===== src/rtl/ballot_pkg.sv =====
// Shared types and default timing constants for the ballot unit.
package ballot_pkg;

    typedef enum logic [1:0] {
        IDLE   = 2'd0,
        ARMED  = 2'd1,
        CAST   = 2'd2,
        LOCKED = 2'd3
    } ballot_state_e;

    localparam int unsigned DEBOUNCE_DEFAULT = 4;
    localparam int unsigned TIMEOUT_DEFAULT  = 1000;

endpackage


===== src/rtl/ballot_debounce.sv =====
// Two-flop synchronizer followed by a stable-level debouncer for one button.
module ballot_debounce
    import ballot_pkg::*;
#(
    parameter int unsigned DEBOUNCE_CYCLES = DEBOUNCE_DEFAULT
) (
    input  logic clk_i,
    input  logic rst_ni,
    input  logic btn_i,
    output logic level_o
);

    localparam logic [7:0] LAST = 8'(DEBOUNCE_CYCLES - 1);

    logic       s1_q, s2_q;
    logic       level_q, level_d;
    logic [7:0] cnt_q, cnt_d;

    // The level flips on the last of DEBOUNCE_CYCLES consecutive differing samples.
    always_comb begin
        cnt_d   = '0;
        level_d = level_q;
        if (s2_q != level_q) begin
            if (cnt_q == LAST) begin
                level_d = s2_q;
            end else begin
                cnt_d = cnt_q + 8'd1;
            end
        end
    end

    always_ff @(posedge clk_i or negedge rst_ni) begin
        if (!rst_ni) begin
            s1_q    <= 1'b0;
            s2_q    <= 1'b0;
            level_q <= 1'b0;
            cnt_q   <= '0;
        end else begin
            s1_q    <= btn_i;
            s2_q    <= s1_q;
            level_q <= level_d;
            cnt_q   <= cnt_d;
        end
    end

    assign level_o = level_q;

endmodule


===== src/rtl/ballot_unit.sv =====
// Voting-booth controller: arm, debounce, one vote per arm edge.
// Optional session timeout is built when BALLOT_TIMEOUT_EN is defined.
module ballot_unit
    import ballot_pkg::*;
#(
    parameter int unsigned DEBOUNCE_CYCLES = DEBOUNCE_DEFAULT,
    parameter int unsigned TIMEOUT_CYCLES  = TIMEOUT_DEFAULT
) (
    input  logic clk,
    input  logic reset,
    input  logic enable_ballot,
    input  logic btn_a,
    input  logic btn_b,
    output logic vote_a,
    output logic vote_b,
    output logic ready,
    output logic reject,
    output logic timeout
);

    ballot_state_e state_q, state_d;
    logic          en_q;
    logic          choice_q, choice_d;
    logic          hold_q, hold_d;
    logic          db_a, db_b;
    logic          arm;
    logic          none;

    ballot_debounce #(.DEBOUNCE_CYCLES(DEBOUNCE_CYCLES)) u_deb_a (
        .clk_i   (clk),
        .rst_ni  (reset),
        .btn_i   (btn_a),
        .level_o (db_a)
    );

    ballot_debounce #(.DEBOUNCE_CYCLES(DEBOUNCE_CYCLES)) u_deb_b (
        .clk_i   (clk),
        .rst_ni  (reset),
        .btn_i   (btn_b),
        .level_o (db_b)
    );

    assign arm  = enable_ballot & ~en_q;
    assign none = ~db_a & ~db_b;

`ifdef BALLOT_TIMEOUT_EN
    localparam logic [15:0] TO_LOAD = 16'(TIMEOUT_CYCLES - 1);

    logic [15:0] to_cnt_q, to_cnt_d;
    logic        timeout_q, timeout_d;

    always_comb begin
        to_cnt_d = TO_LOAD;
        if (state_q == ARMED && to_cnt_q != '0) begin
            to_cnt_d = to_cnt_q - 16'd1;
        end
    end
`endif

    always_comb begin
        state_d  = state_q;
        choice_d = choice_q;
        hold_d   = hold_q;
        vote_a   = 1'b0;
        vote_b   = 1'b0;
        ready    = 1'b0;
        reject   = 1'b0;
`ifdef BALLOT_TIMEOUT_EN
        timeout_d = 1'b0;
`endif
        unique case (state_q)
            IDLE: begin
                hold_d = 1'b0;
                if (arm) begin
                    state_d = ARMED;
                end
            end
            ARMED: begin
                ready = 1'b1;
                // After a double press, wait for a full release before accepting a choice.
                if (db_a && db_b) begin
                    reject = ~hold_q;
                    hold_d = 1'b1;
                end else if (none) begin
                    hold_d = 1'b0;
                end else if (!hold_q) begin
                    state_d  = CAST;
                    choice_d = db_b;
                end
`ifdef BALLOT_TIMEOUT_EN
                if (state_d == ARMED && to_cnt_q == '0) begin
                    state_d   = IDLE;
                    timeout_d = 1'b1;
                end
`endif
            end
            CAST: begin
                vote_a  = ~choice_q;
                vote_b  = choice_q;
                state_d = LOCKED;
            end
            LOCKED: begin
                if (none) begin
                    state_d = IDLE;
                end
            end
            default: state_d = IDLE;
        endcase
    end

    // en_q resets high so a level held through reset is not taken as an arm edge.
    always_ff @(posedge clk or negedge reset) begin
        if (!reset) begin
            state_q  <= IDLE;
            en_q     <= 1'b1;
            choice_q <= 1'b0;
            hold_q   <= 1'b0;
        end else begin
            state_q  <= state_d;
            en_q     <= enable_ballot;
            choice_q <= choice_d;
            hold_q   <= hold_d;
        end
    end

`ifdef BALLOT_TIMEOUT_EN
    always_ff @(posedge clk or negedge reset) begin
        if (!reset) begin
            to_cnt_q  <= TO_LOAD;
            timeout_q <= 1'b0;
        end else begin
            to_cnt_q  <= to_cnt_d;
            timeout_q <= timeout_d;
        end
    end

    assign timeout = timeout_q;
`else
    // Always 0 over the legal budget range; no session expiry in this build.
    assign timeout = (TIMEOUT_CYCLES == 0);
`endif

endmodule


===== config.mk =====
export PLATFORM = sky130hd
export DESIGN_NAME = ballot_unit
export DESIGN_NICKNAME = d
export VERILOG_FILES = /design/src/rtl/ballot_pkg.sv /design/src/rtl/ballot_debounce.sv /design/src/rtl/ballot_unit.sv
export SDC_FILE = /design/constraint.sdc
export NUM_CORES = 1
export LEC_CHECK = 0
export CAP_MARGIN = 20
export CORE_ASPECT_RATIO = 0.75
export CORE_MARGIN = 4
export CORE_UTILIZATION = 45
export CTS_BUF_LIST = sky130_fd_sc_hd__clkbuf_8
export CTS_CLUSTER_DIAMETER = 200
export CTS_CLUSTER_SIZE = 20
export DETAILED_ROUTE_END_ITERATION = 10
export SETUP_SLACK_MARGIN = 0.1
export SYNTH_ARGS = -nofsm -noshare
export SYNTH_HDL_FRONTEND = slang
export SYNTH_HIERARCHICAL = 1
export SYNTH_SLANG_ARGS = --single-unit

===== constraint.sdc =====
create_clock -name clk -period 4.2 [get_ports clk]
set_clock_uncertainty 0.2 [all_clocks]
set_input_delay 1.05 -clock clk [delete_from_list [all_inputs] [get_ports clk]]
set_output_delay 1.05 -clock clk [all_outputs]
set_load 0.02 [all_outputs]

==> results of run 1 <==
kinds of logic (layout without fill, tap and decap cells):
group	after synthesis	after routing	synth area share
buffers and inverters	9	21	0.0272
flip-flops	27	27	0.490
adder cells (fa/ha/maj)	12	12	0.109
multiplexers	5	5	0.0426
AO/OA/AOI/OAI	18	18	0.0933
XOR/XNOR	8	8	0.0507
other	1	1	0.00271
AND/OR/NAND/NOR	44	44	0.185
registers in the layout, summed over array words and instances (netlist names):
name / cells
state_q: 2
en_q: 1
choice_q: 1
u_deb_a/s2_q: 1
u_deb_a/cnt_q: 8
u_deb_a/s1_q: 1
u_deb_b/cnt_q: 8
hold_q: 1
u_deb_b/s2_q: 1
u_deb_b/s1_q: 1
u_deb_a/level_o: 1
u_deb_b/level_o: 1
final cells by class:
class,count,area share
clock buffers,3,0.0265
repair buffers,9,0.0563
inverters,8,0.0193
well taps,38,0.0306
multi-input cells,88,0.429
flip-flops and latches,27,0.435
clock inverters,1,0.00322
worst min-delay path by stage:
stage,startpoint,to
final,u_deb_b/s1_q$_DFF_PN0_,u_deb_b/s2_q$_DFF_PN0_
after global routing,u_deb_a/s1_q$_DFF_PN0_,u_deb_a/s2_q$_DFF_PN0_
after CTS,u_deb_b/s1_q$_DFF_PN0_,u_deb_b/s2_q$_DFF_PN0_
after detailed placement,u_deb_b/s1_q$_DFF_PN0_,u_deb_b/s2_q$_DFF_PN0_
after global placement,u_deb_a/s1_q$_DFF_PN0_,u_deb_a/s2_q$_DFF_PN0_
after floorplan,u_deb_a/s1_q$_DFF_PN0_,u_deb_a/s2_q$_DFF_PN0_
per-layer routing:
layer,vias to the layer above,global-route usage,share of wire
met1,402,0.179,0.53
met5,-,0,0
met2,11,0.182,0.43
met3,2,0.0433,0.034
met4,0,0.0322,0.0087
li1,446,-,-
stage by stage:
stage / hold WS [ns] / util / setup WS (ns) / area [sq um]
4_1_cts: 0.161 / 0.530 / 0.952 / 1560
3_5_place_dp: 0.138 / 0.514 / 1.26 / 1510
3_3_place_gp: 0.132 / 0.514 / 1.31 / 1510
5_1_grt: 0.179 / 0.530 / 0.851 / 1560
2_1_floorplan: 0.131 / - / 1.57 / 1380
6_report: 0.159 / 0.530 / 0.974 / 1560
report_power, final:
part	switching, mW	leakage, nW	internal, mW
Combinational	0.175	0.333	0.175
Sequential	0.0646	0.350	0.313
Clock	0.0778	0.0255	0.0664
cell usage in the layout, fill, tap and decap left out, types with 3 or more instances in the layout:
cell type         n
xnor2_1           4
o21ai_0           6
a21oi_1           5
clkdlybuf4s50_1   8
inv_1             8
mux2_2            3
ha_1             12
nor2_1           12
or3_1             6
clkbuf_8          3
nand2_1           5
dfrtp_1          26
nand3_1           8
xor2_1            4
==> impl_metrics.py, run 1 <==
metrics = {
    "cells_and_area": {
        "drive_gt1_frac": 0.140,
        "multi_input_area_sq_um": 667,
        "num-fill-cells": 261,
        "area_delta_synth_final_pct": 12.6,
        "final_nets": 154,
        "antenna_cells": 0,
        "seqCellArea_sq_um": 677,
        "instances_no_fill": 174,
    },
    "global_route": {
        "grt_pass1_vias": 855,
        "grt_usage": 0.126,
        "grt_pass1_wl_mm": 3.92,
        "overflow": 0,
        "grt_max_degree": 28,
        "antenna_found_initial": 0,
    },
    "power": {
        "power.total_mw": 0.871,
        "vdd_drop_max_mv": 0.261,
        "p_per_area_nw_per_um2": 560,
        "power.leakage_nw": 0.709,
    },
    "sta": {
        "fin_tns_setup_ns": 0,
        "setup_viol": 0,
        "rsz0062_at_grt": "false",
        "max_freq_mhz": 310,
        "finalHoldViolations": 0,
        "drv_slew": 0,
        "period_minus_slack_ns": 3.23,
        "final.period_utilization": 0.768,
    },
    "clock_network": {
        "htree_levels": 1,
        "clockBufferDepth": 2,
        "root_buffer": "clkbuf_8",
        "insertion_delay_ns": 0.27,
        "numCtsBuffers": 3,
        "cts_hold_buf": 0,
        "clock_sinks": 27,
        "post_cts.repair.setup_buffers": 0,
        "clk_pin_slew_ns": 0.09,
        "cts_tree": "yes",
        "ctsResizeCount": 0,
    },
    "setup_path": {
        "crit_cells": 5,
        "cp_data_arrival_time_ns": 1.98,
        "crit_fanout": 4,
        "crit_chain": "inv_1 > ha_1 > and2_1 > nor2b_1 > clkdlybuf4s50_1",
        "worstSetupPathType": "reg2out",
        "r2r_start": "u_deb_b/level_o$_DFFE_PN0P_",
        "path_delay_family": "buffers and inverters",
        "slowest_stage": "clkdlybuf4s50_1",
        "r2r_cells": 5,
        "cp_num_buf_inv": 2,
        "cp_data_required_time_ns": 2.95,
        "timing.rr.end": "state_q[1]$_DFFE_PN0P_",
        "crit_start": "state_q[1]$_DFFE_PN0P_",
        "r2r_slack_ns": 2.25,
        "end_kind": "output port",
        "startpoint_type": "flip-flop",
        "endpoint": "reject",
        "cpPeakStageDelay_ns": 0.60,
    },
    "route": {
        "routed_wl_mm": 2.18,
        "wl_per_cell_microns": 12.5,
        "vias": 861,
        "drtIter0Drc": 35,
        "dr.pass1.iters": 4,
        "ant_nets": 0,
        "post-route-drc-count": 0,
        "vias_per_cell": 4.95,
    },
    "synth": {
        "yosys_most_used_dff": "dfrtp_1",
        "synth_top_cells_by_area": "dfrtp_1 (47%), ha_1 (11%), nor2_1 (3.3%), nand3_1 (2.9%), or3_1 (2.7%)",
        "synth-edff-count": 0,
        "synth_cells": 124,
        "ys_ff_latch": 27,
        "synth_most_common_cell": "dfrtp_1",
        "yosysTopAreaCell": "dfrtp_1",
        "synthesis.area_sq_um": 1380,
        "synth_top_cell_area_share": 0.471,
        "seq_area_frac_synth": 0.490,
        "yosys_warnings": 6,
        "async_flop_share": 1.00,
        "synth.distinct_cells": 30,
        "synth_fp_nets": 141,
        "avgSynthCellArea_sq_um": 11.1,
        "synthTopCellsByCount": "dfrtp_1 (26), ha_1 (12), nor2_1 (12)",
    },
    "placed_design": {
        "place.gp.congestion": 0.729,
        "dp_hpwl_mm": 1.61,
        "io_buffers": 8,
        "dp.cells": 170,
    },
    "floorplan": {
        "start_util": 0.471,
        "io_pins": 10,
        "core_area_sq_um": 2940,
        "die_h_microns": 56.0,
        "rows": 17,
        "die-area_sq_um": 4030,
        "die_w_microns": 72.0,
    },
    "min_path": {
        "min_path_cells": 0,
        "hp-class": "reg2reg",
    },
    "outcome": {
        "outcome": "finished, final reports clean",
    },
    "flow_run": {
        "maxCapViolations": 0,
    },
}
No activity file was read; power rests on OpenSTA's default activity.
==> run 2, diff against run 1 <==
- clock period: 4.2 -> 3.2 ns (I/O delays scaled with it)
==> impl_metrics.py, run 2 (synthesis gave the netlist of run 1 again) <==
metrics = {
    "setup_path": {
        "r2r_cells": 5,
        "endpoint": "vote_a",
        "cp_data_arrival_time_ns": 1.78,
        "path_delay_family": "buffers and inverters",
        "r2r_start": "u_deb_b/level_o$_DFFE_PN0P_",
        "cp_num_buf_inv": 2,
        "timing.rr.end": "state_q[1]$_DFFE_PN0P_",
        "startpoint_type": "flip-flop",
        "crit_chain": "inv_1 > ha_1 > nor2b_1 > clkdlybuf4s50_1",
        "crit_fanout": 4,
        "cp_data_required_time_ns": 2.20,
        "end_kind": "output port",
        "crit_start": "state_q[0]$_DFFE_PN0P_",
        "crit_cells": 4,
        "cpPeakStageDelay_ns": 0.61,
        "r2r_slack_ns": 1.25,
        "slowest_stage": "clkdlybuf4s50_1",
        "worstSetupPathType": "reg2out",
    },
    "sta": {
        "rsz0062_at_grt": "false",
        "final.period_utilization": 0.870,
        "max_freq_mhz": 359,
        "period_minus_slack_ns": 2.78,
        "fin_tns_setup_ns": 0,
        "setup_viol": 0,
        "finalHoldViolations": 0,
        "setup_slack_ns": 0.415,
        "holdWs_ns": 0.158,
        "drv_slew": 0,
    },
    "global_route": {
        "overflow": 0,
        "grt_usage": 0.127,
        "top_usage_layer": "met2",
        "use_met2": 0.196,
        "grtUsageMet3": 0.0451,
        "antenna_found_initial": 0,
        "met1_usage": 0.170,
        "grt_pass1_vias": 875,
        "grt_max_degree": 28,
        "grt_pass1_wl_mm": 4.02,
    },
    "floorplan": {
        "core_area_sq_um": 2940,
        "io_pins": 10,
        "die_h_microns": 56.0,
        "start_util": 0.471,
        "die_w_microns": 72.0,
        "rows": 17,
        "die-area_sq_um": 4030,
    },
    "cells_and_area": {
        "drive_gt1_frac": 0.140,
        "area_delta_synth_final_pct": 12.8,
        "final_common_cell": "dfrtp_1",
        "final_cell_mix": "dfrtp_1 (26), nor2_1 (12), ha_1 (12), inv_1 (8), nand3_1 (8)",
        "top_regs": "u_deb_a/cnt_q (8), u_deb_b/cnt_q (8), state_q (2)",
        "postLayoutCoreUtil": 0.531,
        "final_nets": 154,
        "fin_area_sq_um": 1560,
        "instances_no_fill": 174,
        "antenna_cells": 0,
    },
    "clock_network": {
        "numCtsBuffers": 3,
        "clk_pin_slew_ns": 0.09,
        "clock_sinks": 27,
        "insertion_delay_ns": 0.27,
        "cts_hold_buf": 0,
        "root_buffer": "clkbuf_8",
        "cts_tree": "yes",
        "htree_levels": 1,
        "clockBufferDepth": 2,
    },
    "route": {
        "routed_wl_mm": 2.15,
        "vias_per_cell": 4.90,
        "ant_nets": 0,
        "dr.pass1.iters": 4,
        "post-route-drc-count": 0,
        "drtIter0Drc": 28,
        "vias": 853,
        "wl_per_cell_microns": 12.3,
    },
    "placed_design": {
        "dp_worst_setup_slack_ns": 0.499,
        "dp.cells": 170,
        "dp_hpwl_mm": 1.60,
        "io_buffers": 8,
        "placed_area_sq_um": 1510,
        "place.gp.congestion": 0.721,
    },
    "power": {
        "p_switching_mw": 0.423,
        "power.leakage_nw": 0.727,
        "p_int_mw": 0.726,
        "power.total_mw": 1.15,
        "p_per_area_nw_per_um2": 737,
        "vdd_drop_max_mv": 0.294,
        "combPwrFrac": 0.399,
        "sw_frac_of_total": 0.368,
        "clockPowerShare": 0.168,
        "p_seq_frac": 0.432,
    },
    "outcome": {
        "outcome": "finished, final reports clean",
    },
    "flow_run": {
        "maxCapViolations": 0,
    },
    "min_path": {
        "hp-class": "reg2reg",
    },
}
## run 2: cell types whose count changed in the layout (fill, tap and decap cells not counted), sizes merged
cell / delta
clkdlybuf4s50: -1
dlymetal6s2s: +1
## run 2: worst min path at each step
stage | start | to | slack (ns) | cells past startpoint
6_report | u_deb_b/s1_q$_DFF_PN0_ | u_deb_b/s2_q$_DFF_PN0_ | 0.16 | 0
5_1_grt | u_deb_a/s1_q$_DFF_PN0_ | u_deb_a/s2_q$_DFF_PN0_ | 0.18 | 0
2_1_floorplan | u_deb_a/s1_q$_DFF_PN0_ | u_deb_a/s2_q$_DFF_PN0_ | 0.13 | 0
3_3_place_gp | u_deb_a/s1_q$_DFF_PN0_ | u_deb_a/s2_q$_DFF_PN0_ | 0.13 | 0
4_1_cts | u_deb_b/s1_q$_DFF_PN0_ | u_deb_b/s2_q$_DFF_PN0_ | 0.16 | 0
3_5_place_dp | u_deb_b/s1_q$_DFF_PN0_ | u_deb_b/s2_q$_DFF_PN0_ | 0.14 | 0
## run 2: worst reg2reg max path: stages (launching register included)
cell and delay [ns]:
dfrtp_1 0.44, inv_1 0.10, ha_1 0.17, and2b_4 0.20
a2111oi_4 0.41, mux2_4 0.34
## run 2: cell type report
cell class                 count  area [sq um]
fill                         253          1380
sequential                    27           677
multi-input combinational     88           667
timing repair buffer           9          90.1
tap                           38          47.5
clock buffer                   3          41.3
inverter                       8          30.0
clock inverter                 1          5.00
## run 2: routing by layer
metal | vias up | share of wire
met3 | 2 | 0.040
met2 | 10 | 0.44
li1 | 442 | -
met4 | 0 | 0.0056
met5 | - | 0
met1 | 399 | 0.51
## run 2: power groups by stage
stage / Sequential (mW) / Combinational (mW) / Clock, mW
3_3_place_gp: 0.499 / 0.453 / 0
4_1_cts: 0.497 / 0.467 / 0.203
3_5_place_dp: 0.505 / 0.463 / 0
2_1_floorplan: 0.482 / 0.355 / 0
5_1_grt: 0.513 / 0.512 / 0.223
6_report: 0.497 / 0.459 / 0.194
## run 2: timing repair
item / in CTS / in global routing
endpoints found under the setup margin: 0 / 1
buffers inserted: 0 / 0
resized for setup: 0 / 1
==> run 3, diff against run 2 <==
- CAP_MARGIN: 20 -> 10
- CORE_MARGIN: 4 -> not set
- clock period: 3.2 -> 2.89 ns (I/O delays scaled with it)
==> impl_metrics.py, run 3 (synthesis gave the netlist of run 1 again) <==
metrics = {
    "outcome": {
        "outcome": "finished, final reports clean",
    },
    "floorplan": {
        "io_pins": 10,
        "rows": 17,
        "die_w_microns": 66.0,
        "start_util": 0.471,
        "die-area_sq_um": 3300,
        "die_h_microns": 50.0,
        "core_area_sq_um": 2940,
    },
    "power": {
        "power.leakage_nw": 0.724,
        "sw_frac_of_total": 0.369,
        "p_switching_mw": 0.469,
        "p_seq_frac": 0.431,
        "p_per_area_nw_per_um2": 816,
        "vdd_drop_max_mv": 0.375,
        "p_int_mw": 0.803,
        "combPwrFrac": 0.398,
        "clockPowerShare": 0.171,
        "power.total_mw": 1.27,
    },
    "route": {
        "vias": 881,
        "wl_per_cell_microns": 12.5,
        "dr.pass1.iters": 4,
        "ant_nets": 0,
        "vias_per_cell": 5.06,
        "drtIter0Drc": 21,
        "post-route-drc-count": 0,
        "routed_wl_mm": 2.18,
    },
    "clock_network": {
        "cts_hold_buf": 0,
        "clk_pin_slew_ns": 0.09,
        "clockBufferDepth": 2,
        "htree_levels": 1,
        "cts_tree": "yes",
        "root_buffer": "clkbuf_8",
        "clock_sinks": 27,
        "insertion_delay_ns": 0.27,
        "ctsResizeCount": 1,
        "numCtsBuffers": 3,
        "post_cts.repair.setup_buffers": 0,
    },
    "global_route": {
        "grt_pass1_wl_mm": 3.95,
        "grt_usage": 0.160,
        "overflow": 0,
        "antenna_found_initial": 0,
        "grt_max_degree": 28,
        "grt_pass1_vias": 876,
    },
    "setup_path": {
        "cp_data_required_time_ns": 1.97,
        "cp_data_arrival_time_ns": 1.77,
        "worstSetupPathType": "reg2out",
        "startpoint_type": "flip-flop",
        "crit_fanout": 4,
        "end_kind": "output port",
    },
    "sta": {
        "finalHoldViolations": 0,
        "setup_viol": 0,
        "period_minus_slack_ns": 2.70,
        "final.period_utilization": 0.933,
        "fin_tns_setup_ns": 0,
        "rsz0062_at_grt": "false",
        "drv_slew": 0,
        "max_freq_mhz": 371,
        "holdWs_ns": 0.159,
        "setup_slack_ns": 0.194,
    },
    "placed_design": {
        "io_buffers": 8,
        "place.gp.congestion": 0.788,
        "dp_worst_setup_slack_ns": 0.284,
        "placed_area_sq_um": 1510,
        "dp_hpwl_mm": 1.63,
        "dp.cells": 170,
    },
    "cells_and_area": {
        "drive_gt1_frac": 0.140,
        "top_regs": "u_deb_a/cnt_q (8), u_deb_b/cnt_q (8), state_q (2)",
        "postLayoutCoreUtil": 0.531,
        "num-fill-cells": 268,
        "antenna_cells": 0,
        "area_delta_synth_final_pct": 12.9,
        "multi_input_area_sq_um": 667,
        "instances_no_fill": 174,
        "final_cell_mix": "dfrtp_1 (26), nor2_1 (12), ha_1 (12), inv_1 (8), nand3_1 (8)",
        "fin_area_sq_um": 1560,
        "seqCellArea_sq_um": 677,
        "final_nets": 154,
        "final_common_cell": "dfrtp_1",
    },
    "flow_run": {
        "maxCapViolations": 0,
    },
    "min_path": {
        "hp-class": "reg2reg",
    },
}
-- run 3: per-layer routing --
metal / share of wire / vias up / track usage
met2: 0.42 / 15 / 0.236
met3: 0.032 / 2 / 0.0486
met5: 0 / - / 0
met4: 0.0092 / 0 / 0.0319
met1: 0.54 / 421 / 0.232
li1: - / 443 / -
-- run 3: final timing paths --
kind | cells after the start | end | start | slack [ns]
setup / recovery | 4 | vote_b | state_q[0]$_DFFE_PN0P_ | 0.19
hold / removal | 0 | u_deb_a/s2_q$_DFF_PN0_ | u_deb_a/s1_q$_DFF_PN0_ | 0.16
setup reg to reg | 5 | state_q[1]$_DFFE_PN0P_ | u_deb_b/level_o$_DFFE_PN0P_ | 0.95
hold reg to reg | 0 | u_deb_a/s2_q$_DFF_PN0_ | u_deb_a/s1_q$_DFF_PN0_ | 0.16
max in group asynchronous | 2 | en_q$_DFF_PN1_ | reset | 1.57
min in group asynchronous | 2 | state_q[0]$_DFFE_PN0P_ | reset | 0.61
-- run 3: power by group through the flow --
stage | combinational, mW | sequential (mW) | clock (mW)
after CTS | 0.516 | 0.548 | 0.230
after detailed placement | 0.516 | 0.556 | 0
after floorplan | 0.393 | 0.533 | 0
after global routing | 0.581 | 0.565 | 0.242
final | 0.506 | 0.548 | 0.218
after global placement | 0.500 | 0.551 | 0
-- run 3: layout make-up --
| class | instances | area share |
|---|---|---|
| sequential | 27 | 0.434 |
| multi-input combinational | 88 | 0.428 |
| timing repair buffer | 9 | 0.0570 |
| tap | 38 | 0.0305 |
| clock buffer | 3 | 0.0265 |
| inverter | 8 | 0.0193 |
| clock inverter | 1 | 0.00482 |
-- run 3: worst max-delay path, stage by stage (launching register included) --
cell             delay [ns]
dfrtp_1                0.44
inv_1                  0.14
ha_1                   0.20
and2_1                 0.14
clkdlybuf4s50_1        0.60
